<file path="src/rtl/counter_sched_pkg.sv">
// counter_sched_pkg: shared types and helpers for the round-robin delay-unit scheduler
package counter_sched_pkg;
  localparam int cycles_width_lp = 16;
  localparam int width_lp = 32;
  typedef enum logic [1:0] {IDLE, ISSUE, WAIT, RESP} sched_state_e;
  typedef struct packed {
    logic [cycles_width_lp-1:0] cycles;
    logic [width_lp-1:0]        data;
  } sched_req_s;
  function automatic int wrap_inc(input int v, input int n);
    return (v + 1 >= n) ? 0 : v + 1;
  endfunction
endpackage

</file>
<file path="src/rtl/rr_arb_ptr.sv">
// rr_arb_ptr: combinational round-robin pick starting at ptr_i, ascending with wrap
module rr_arb_ptr #(
  parameter int num_req_p = 4,
  localparam int lg_num_req_lp = $clog2(num_req_p)
) (
  input  logic [num_req_p-1:0]     req_i,
  input  logic [lg_num_req_lp-1:0] ptr_i,
  output logic [num_req_p-1:0]     grant_o,
  output logic [lg_num_req_lp-1:0] id_o,
  output logic                     v_o
);
  localparam int sw_lp = lg_num_req_lp + 1;
  logic [sw_lp-1:0] sum;
  // Scan from the farthest offset down so the closest valid requester to ptr_i wins last.
  always_comb begin
    id_o = '0;
    sum = '0;
    for (int k = num_req_p - 1; k >= 0; k--) begin
      sum = {1'b0, ptr_i} + sw_lp'(k);
      if (sum >= sw_lp'(num_req_p)) sum = sum - sw_lp'(num_req_p);
      if (req_i[sum[lg_num_req_lp-1:0]]) id_o = sum[lg_num_req_lp-1:0];
    end
  end
  assign v_o = |req_i;
  assign grant_o = v_o ? (num_req_p'(1) << id_o) : '0;
endmodule

</file>
<file path="src/rtl/counter_rr_sched.sv">
// counter_rr_sched: shares one timed-delay unit among num_req_p requesters, one transaction at a time
module counter_rr_sched
  import counter_sched_pkg::*;
#(
  parameter int num_req_p = 4,
  parameter int cycles_width_p = cycles_width_lp,
  parameter int width_p = width_lp,
  localparam int lg_num_req_lp = $clog2(num_req_p)
) (
  input  logic                                clk_i,
  input  logic                                reset_i,
  input  logic [num_req_p-1:0]                req_v_i,
  input  logic [num_req_p*cycles_width_p-1:0] req_cycles_i,
  input  logic [num_req_p*width_p-1:0]        req_data_i,
  output logic [num_req_p-1:0]                req_yumi_o,
  output logic [num_req_p-1:0]                resp_v_o,
  output logic [width_p-1:0]                  resp_data_o,
  input  logic [num_req_p-1:0]                resp_ready_i,
  output logic                                res_v_o,
  output logic [cycles_width_p-1:0]           res_cycles_o,
  output logic [width_p-1:0]                  res_data_o,
  input  logic                                res_yumi_i,
  input  logic                                res_v_i,
  input  logic [width_p-1:0]                  res_data_i,
  output logic                                res_ready_o
);
  sched_state_e state_q, state_d;
  logic [lg_num_req_lp-1:0] rr_ptr_q, rr_ptr_d, grant_id_q, grant_id_d, arb_id;
  logic [width_p-1:0] buf_q, buf_d;
  logic [num_req_p-1:0] arb_grant, grant_oh;
  logic arb_v;
  logic [num_req_p-1:0][cycles_width_p-1:0] cyc_arr;
  logic [num_req_p-1:0][width_p-1:0] data_arr;
  logic [cycles_width_p-1:0] sel_cycles;
  assign cyc_arr = req_cycles_i;
  assign data_arr = req_data_i;
  rr_arb_ptr #(.num_req_p(num_req_p)) u_arb (
    .req_i  (req_v_i),
    .ptr_i  (rr_ptr_q),
    .grant_o(arb_grant),
    .id_o   (arb_id),
    .v_o    (arb_v)
  );
  assign grant_oh = num_req_p'(1) << grant_id_q;
  assign sel_cycles = cyc_arr[grant_id_q];
  // The delay unit needs at least one cycle, so a zero count is promoted.
  assign res_cycles_o = (|sel_cycles) ? sel_cycles : cycles_width_p'(1);
  assign res_data_o = data_arr[grant_id_q];
  assign res_v_o = state_q == ISSUE;
  assign res_ready_o = state_q == WAIT;
  assign req_yumi_o = (state_q == ISSUE && res_yumi_i && !reset_i) ? grant_oh : '0;
  assign resp_v_o = (state_q == RESP) ? grant_oh : '0;
  assign resp_data_o = buf_q;
  always_comb begin
    state_d = state_q;
    rr_ptr_d = rr_ptr_q;
    grant_id_d = grant_id_q;
    buf_d = buf_q;
    unique case (state_q)
      IDLE: if (arb_v) begin
        grant_id_d = arb_id;
        state_d = ISSUE;
      end
      ISSUE: if (res_yumi_i) state_d = WAIT;
      WAIT: if (res_v_i) begin
        buf_d = res_data_i;
        state_d = RESP;
      end
      RESP: if (resp_ready_i[grant_id_q]) begin
        rr_ptr_d = lg_num_req_lp'(wrap_inc(int'(grant_id_q), num_req_p));
        state_d = IDLE;
      end
      default: state_d = IDLE;
    endcase
  end
  always_ff @(posedge clk_i) begin
    if (reset_i) begin
      state_q <= IDLE;
      rr_ptr_q <= '0;
      grant_id_q <= '0;
      buf_q <= '0;
    end else begin
      state_q <= state_d;
      rr_ptr_q <= rr_ptr_d;
      grant_id_q <= grant_id_d;
      buf_q <= buf_d;
    end
  end
  for (genvar i = 0; i < num_req_p; i++) begin : g_hold
    a_req_hold: assert property (@(posedge clk_i) disable iff (reset_i)
      req_v_i[i] && !req_yumi_o[i] |=> req_v_i[i] && $stable(cyc_arr[i]) && $stable(data_arr[i]));
  end
  a_res_v_wait: assert property (@(posedge clk_i) disable iff (reset_i) res_v_i |-> state_q == WAIT);
  a_arb_onehot: assert property (@(posedge clk_i) disable iff (reset_i)
    $onehot0(arb_grant) && (arb_v == |arb_grant));
endmodule

</file>
<file path="config.mk">
export PLATFORM = sky130hd
export DESIGN_NAME = counter_rr_sched
export DESIGN_NICKNAME = d
export VERILOG_FILES = /design/src/rtl/counter_sched_pkg.sv /design/src/rtl/rr_arb_ptr.sv /design/src/rtl/counter_rr_sched.sv
export SDC_FILE = /design/constraint.sdc
export NUM_CORES = 1
export LEC_CHECK = 0
export CAP_MARGIN = 20
export CORE_MARGIN = 10
export CORE_UTILIZATION = 25
export CTS_CLUSTER_DIAMETER = 150
export CTS_CLUSTER_SIZE = 24
export DETAILED_ROUTE_END_ITERATION = 10
export HOLD_SLACK_MARGIN = 0.1
export PLACE_DENSITY_LB_ADDON = 0.25
export SLEW_MARGIN = 0
export SYNTH_ARGS = -nofsm -noshare
export SYNTH_HDL_FRONTEND = slang
export SYNTH_SLANG_ARGS = --single-unit
</file>
<file path="constraint.sdc">
create_clock -name clk_i -period 2 [get_ports clk_i]
set_clock_uncertainty 0.1 [all_clocks]
set_input_delay 0.2 -clock clk_i [delete_from_list [all_inputs] [get_ports clk_i]]
set_output_delay 0.2 -clock clk_i [all_outputs]
set_load 0.02 [all_outputs]
</file>
==> summary.txt <==
Power and ir drop
  • Sw power: 0.001557 W
  • Clock network fraction of total power: 14.9%
  • Switch share: 35.68%
  • Seq pwr share: 20.9%
  • Internal power: 0.002807 W
  • Leakage: 2.465 nW
  • Power Dens Cells: 651.1 nW/um^2
  • Maximum vdd ir drop: 0.5498 mV
  • Combinational share of power: 64.2%

Cells and area
  • Layout cells sized above 1: 26.54%
  • Multi-input logic area: 1994 sq um
  • Synthesis-to-finish area growth: 139.6%
  • Register Area: 765.7 sq um
  • Final #Nets: 861
  • Fill count: 920

Clock tree
  • Num CTS Buffers: 5
  • Longest Clk Path Bufs: 2
  • CTS Sinks: 38
  • CTS tree: done
  • Clk Latency, worst-skew pair: 0.29 ns
  • Clock transition at path regs: 0.08 ns
  • Root Driver: clkbuf_8
  • H-tree levels: 2

Drt
  • Via count: 3779
  • Post-detailed-routing wire length: 18760 microns
  • Iteration-0 DRC Markers: 165
  • Wire length per cell: 24.65 microns
  • DR DRC count: 0
  • Initial DRT Pass Iterations: 4
  • DR vias/cell: 4.966
  • ANT nets after route: 0

Critical path
  • R2R depth: 9
  • CP Capture Type: output pin
  • Crit Path Category: reg2out
  • Startpoint Class: flip-flop
  • CP Data Arrival Time: 2.27 ns
  • Required @ worst endpoint: 1.70 ns
  • Peak fanout along the critical path: 6

Logic synthesis
  • Average size of a mapped cell: 10.32 sq um
  • Top_reg_cell synth: dfxtp_1
  • Asr flop ratio synth: 0%
  • EDFF count, synth: 0
  • Most frequent cell after synthesis: nand2_1
  • Synth warn: 0
  • Top post-synthesis cells by count: 72 x nand2_1, 49 x mux4_2, 40 x a21oi_1, 38 x dfxtp_1
  • Sequential area share after synthesis: 27.19%
  • Post-Synthesis Cell Area: 2798 sq um
  • Syn Nets: 515
  • Yosys cell types: 26
  • Synth area leader: mux4_2
  • Share of the synthesized area in the top cell type: 39.45%
  • Synthesized instance count: 271
  • Register bit total from synthesis: 38
  • Synth area leaders: mux4_2 39%, dfxtp_1 27%, nand2_1 9.7%

STA
  • Final hold violation count: 0
  • Setup_tns: -5.854 ns
  • Fin. max-slew vios: 0
  • Fin worst setup slack: -0.5715 ns
  • Max Fclk: 388.9 MHz
  • Hold_ws: 0.3423 ns
  • Final Cycle Share: 128.6%
  • Unrepaired setup endpoints after global routing: true
  • Final setup violation count: 48
  • Least-Margin Pin Slew: 0.4156 ns
  • Headroom to the max-slew limit: 72.29%
  • Fin crit period: 2.571 ns

Global route
  • Overflow left after global routing: 0
  • Met2 Usage GRT: 39.81%
  • Initial antenna violation count: 3
  • First-pass GRT wire length: 26600 microns
  • Vias in the first global route: 3920
  • GRT Util Overall: 21.99%
  • Maximum number of pins on one net before global-route repair: 40
  • Met1 Use GR: 22.65%
  • Grt met3 use: 8.515%
  • GR peak layer: met2

Placement
  • RePlAce Congestion: 0.9418
  • Post-DP HPWL: 15820 microns
  • IO Port Bufs: 325

Die
  • Core area: 10890 sq um
  • Rows: 38
  • Number of top-level pins: 326
  • Initial Util: 25.70%
  • Die W: 125.8 microns
  • Die area: 15820 sq um
  • Die height: 125.8 microns

Outcome
  • Status: finished, violations left
  • Failing checks: setup timing

Flow run
  • # Max-Cap Violations: 0

Hold path
  • Hold/Removal Path Class: in2reg
  • Hold Path Stages: 3
## state kept, by name, indices dropped and copies added (netlist names)
register and flops:
rr_ptr_q 2, resp_data_o 32, state_q 2, grant_id_q 2
## placed cells by master, fill, tap and decap left out, types with 2 or more instances in the layout
cell	synthesis	layout
clkdlybuf4s50_1	0	268
nand2_1	72	71
mux4_2	49	49
a21oi_1	40	39
buf_4	0	38
dfxtp_1	38	36
buf_6	1	35
buf_2	8	9
inv_1	6	6
ha_1	8	6
and2_1	9	5
clkbuf_8	0	5
buf_12	0	5
and2_4	0	4
nand2b_1	5	4
diode_2	0	3
nor2_1	4	3
nor4_1	3	2
mux2i_1	2	2
o21a_1	2	2
ha_4	0	2
## final cells by class
cell class | count | share of cell area (%)
Multi-Input combinational cell | 205 | 29.76
Clock buffer | 6 | 1.083
Sequential cell | 38 | 11.42
Inverter | 6 | 0.3360
Clock inverter | 2 | 0.5413
Timing Repair Buffer | 361 | 54.13
Tap cell | 140 | 2.613
Antenna cell | 3 | 0.1120
## critical path: stages (launching register included)
cell and delay (ns):
dfxtp_4 0.41, mux4_2 0.56, or4_4 0.57, nor4_4 0.15, a31o_1 0.18, buf_6 0.12
## per-layer routing
layer	up-vias	routed length [microns]
li1	1709	-
met1	1845	6429
met2	193	9734
met3	32	2008
met4	0	589
met5	-	0
## power by group through the flow
stage | Clock, W | Sequential (W) | Combinational [W]
2_1_floorplan | 0 | 0.000984 | 0.00118
3_3_place_gp | 0 | 0.000926 | 0.00248
3_5_place_dp | 0 | 0.000933 | 0.00252
5_1_grt | 0.000710 | 0.000928 | 0.00297
6_report | 0.000651 | 0.000911 | 0.00280
4_1_cts | 0.000682 | 0.000914 | 0.00258
## cells by family (layout without fill, tap and decap cells)
group / count (synthesis) / in the layout / synth area share [%]
adders and majority gates: 8 / 8 / 3.578
other: 0 / 3 / 0
and+or+nand+nor: 100 / 100 / 15.83
AOI/OAI and AO/OA: 46 / 46 / 8.855
muxes: 51 / 51 / 40.16
buffers and inverters: 28 / 375 / 4.383
DFF: 38 / 38 / 27.19
## through the flow
step	cell area (sq um)	setup slack, ns	util, %	std cells	power (W)
floorplan	2800	-0.2890	-	271	0.002164
finish	6703	-0.5715	61.56	761	0.004364
detailed placement	6248	-0.9542	57.39	730	0.003456
global route	6700	-0.6532	61.54	760	0.004605
CTS	6391	-0.6056	58.70	750	0.004177
global placement	6248	-0.9468	57.39	730	0.003409
## path summary, 6_finish.rpt
path	slack, ns	from	endpoint
setup reg to reg	-0.07	grant_id_q[0]$_SDFFE_PP0P_	rr_ptr_q[0]$_SDFFE_PP0P_
hold reg to reg	0.35	resp_data_o[2]$_SDFFE_PP0P_	resp_data_o[2]$_SDFFE_PP0P_
setup / recovery	-0.57	grant_id_q[0]$_SDFFE_PP0P_	res_cycles_o[0]
hold / removal	0.34	res_data_i[0]	resp_data_o[0]$_SDFFE_PP0P_
## what timing repair did
| item | CTS | global route |
|---|---|---|
| setup buffers | 10 | 7 |
| setup endpoints to repair | 58 | 54 |
| pin swaps | 0 | 2 |
| cloned | 2 | 1 |
| hold buffers | 0 | 0 |
| gates resized for setup | 257 | 86 |
No activity file was read; power rests on OpenSTA's default activity.
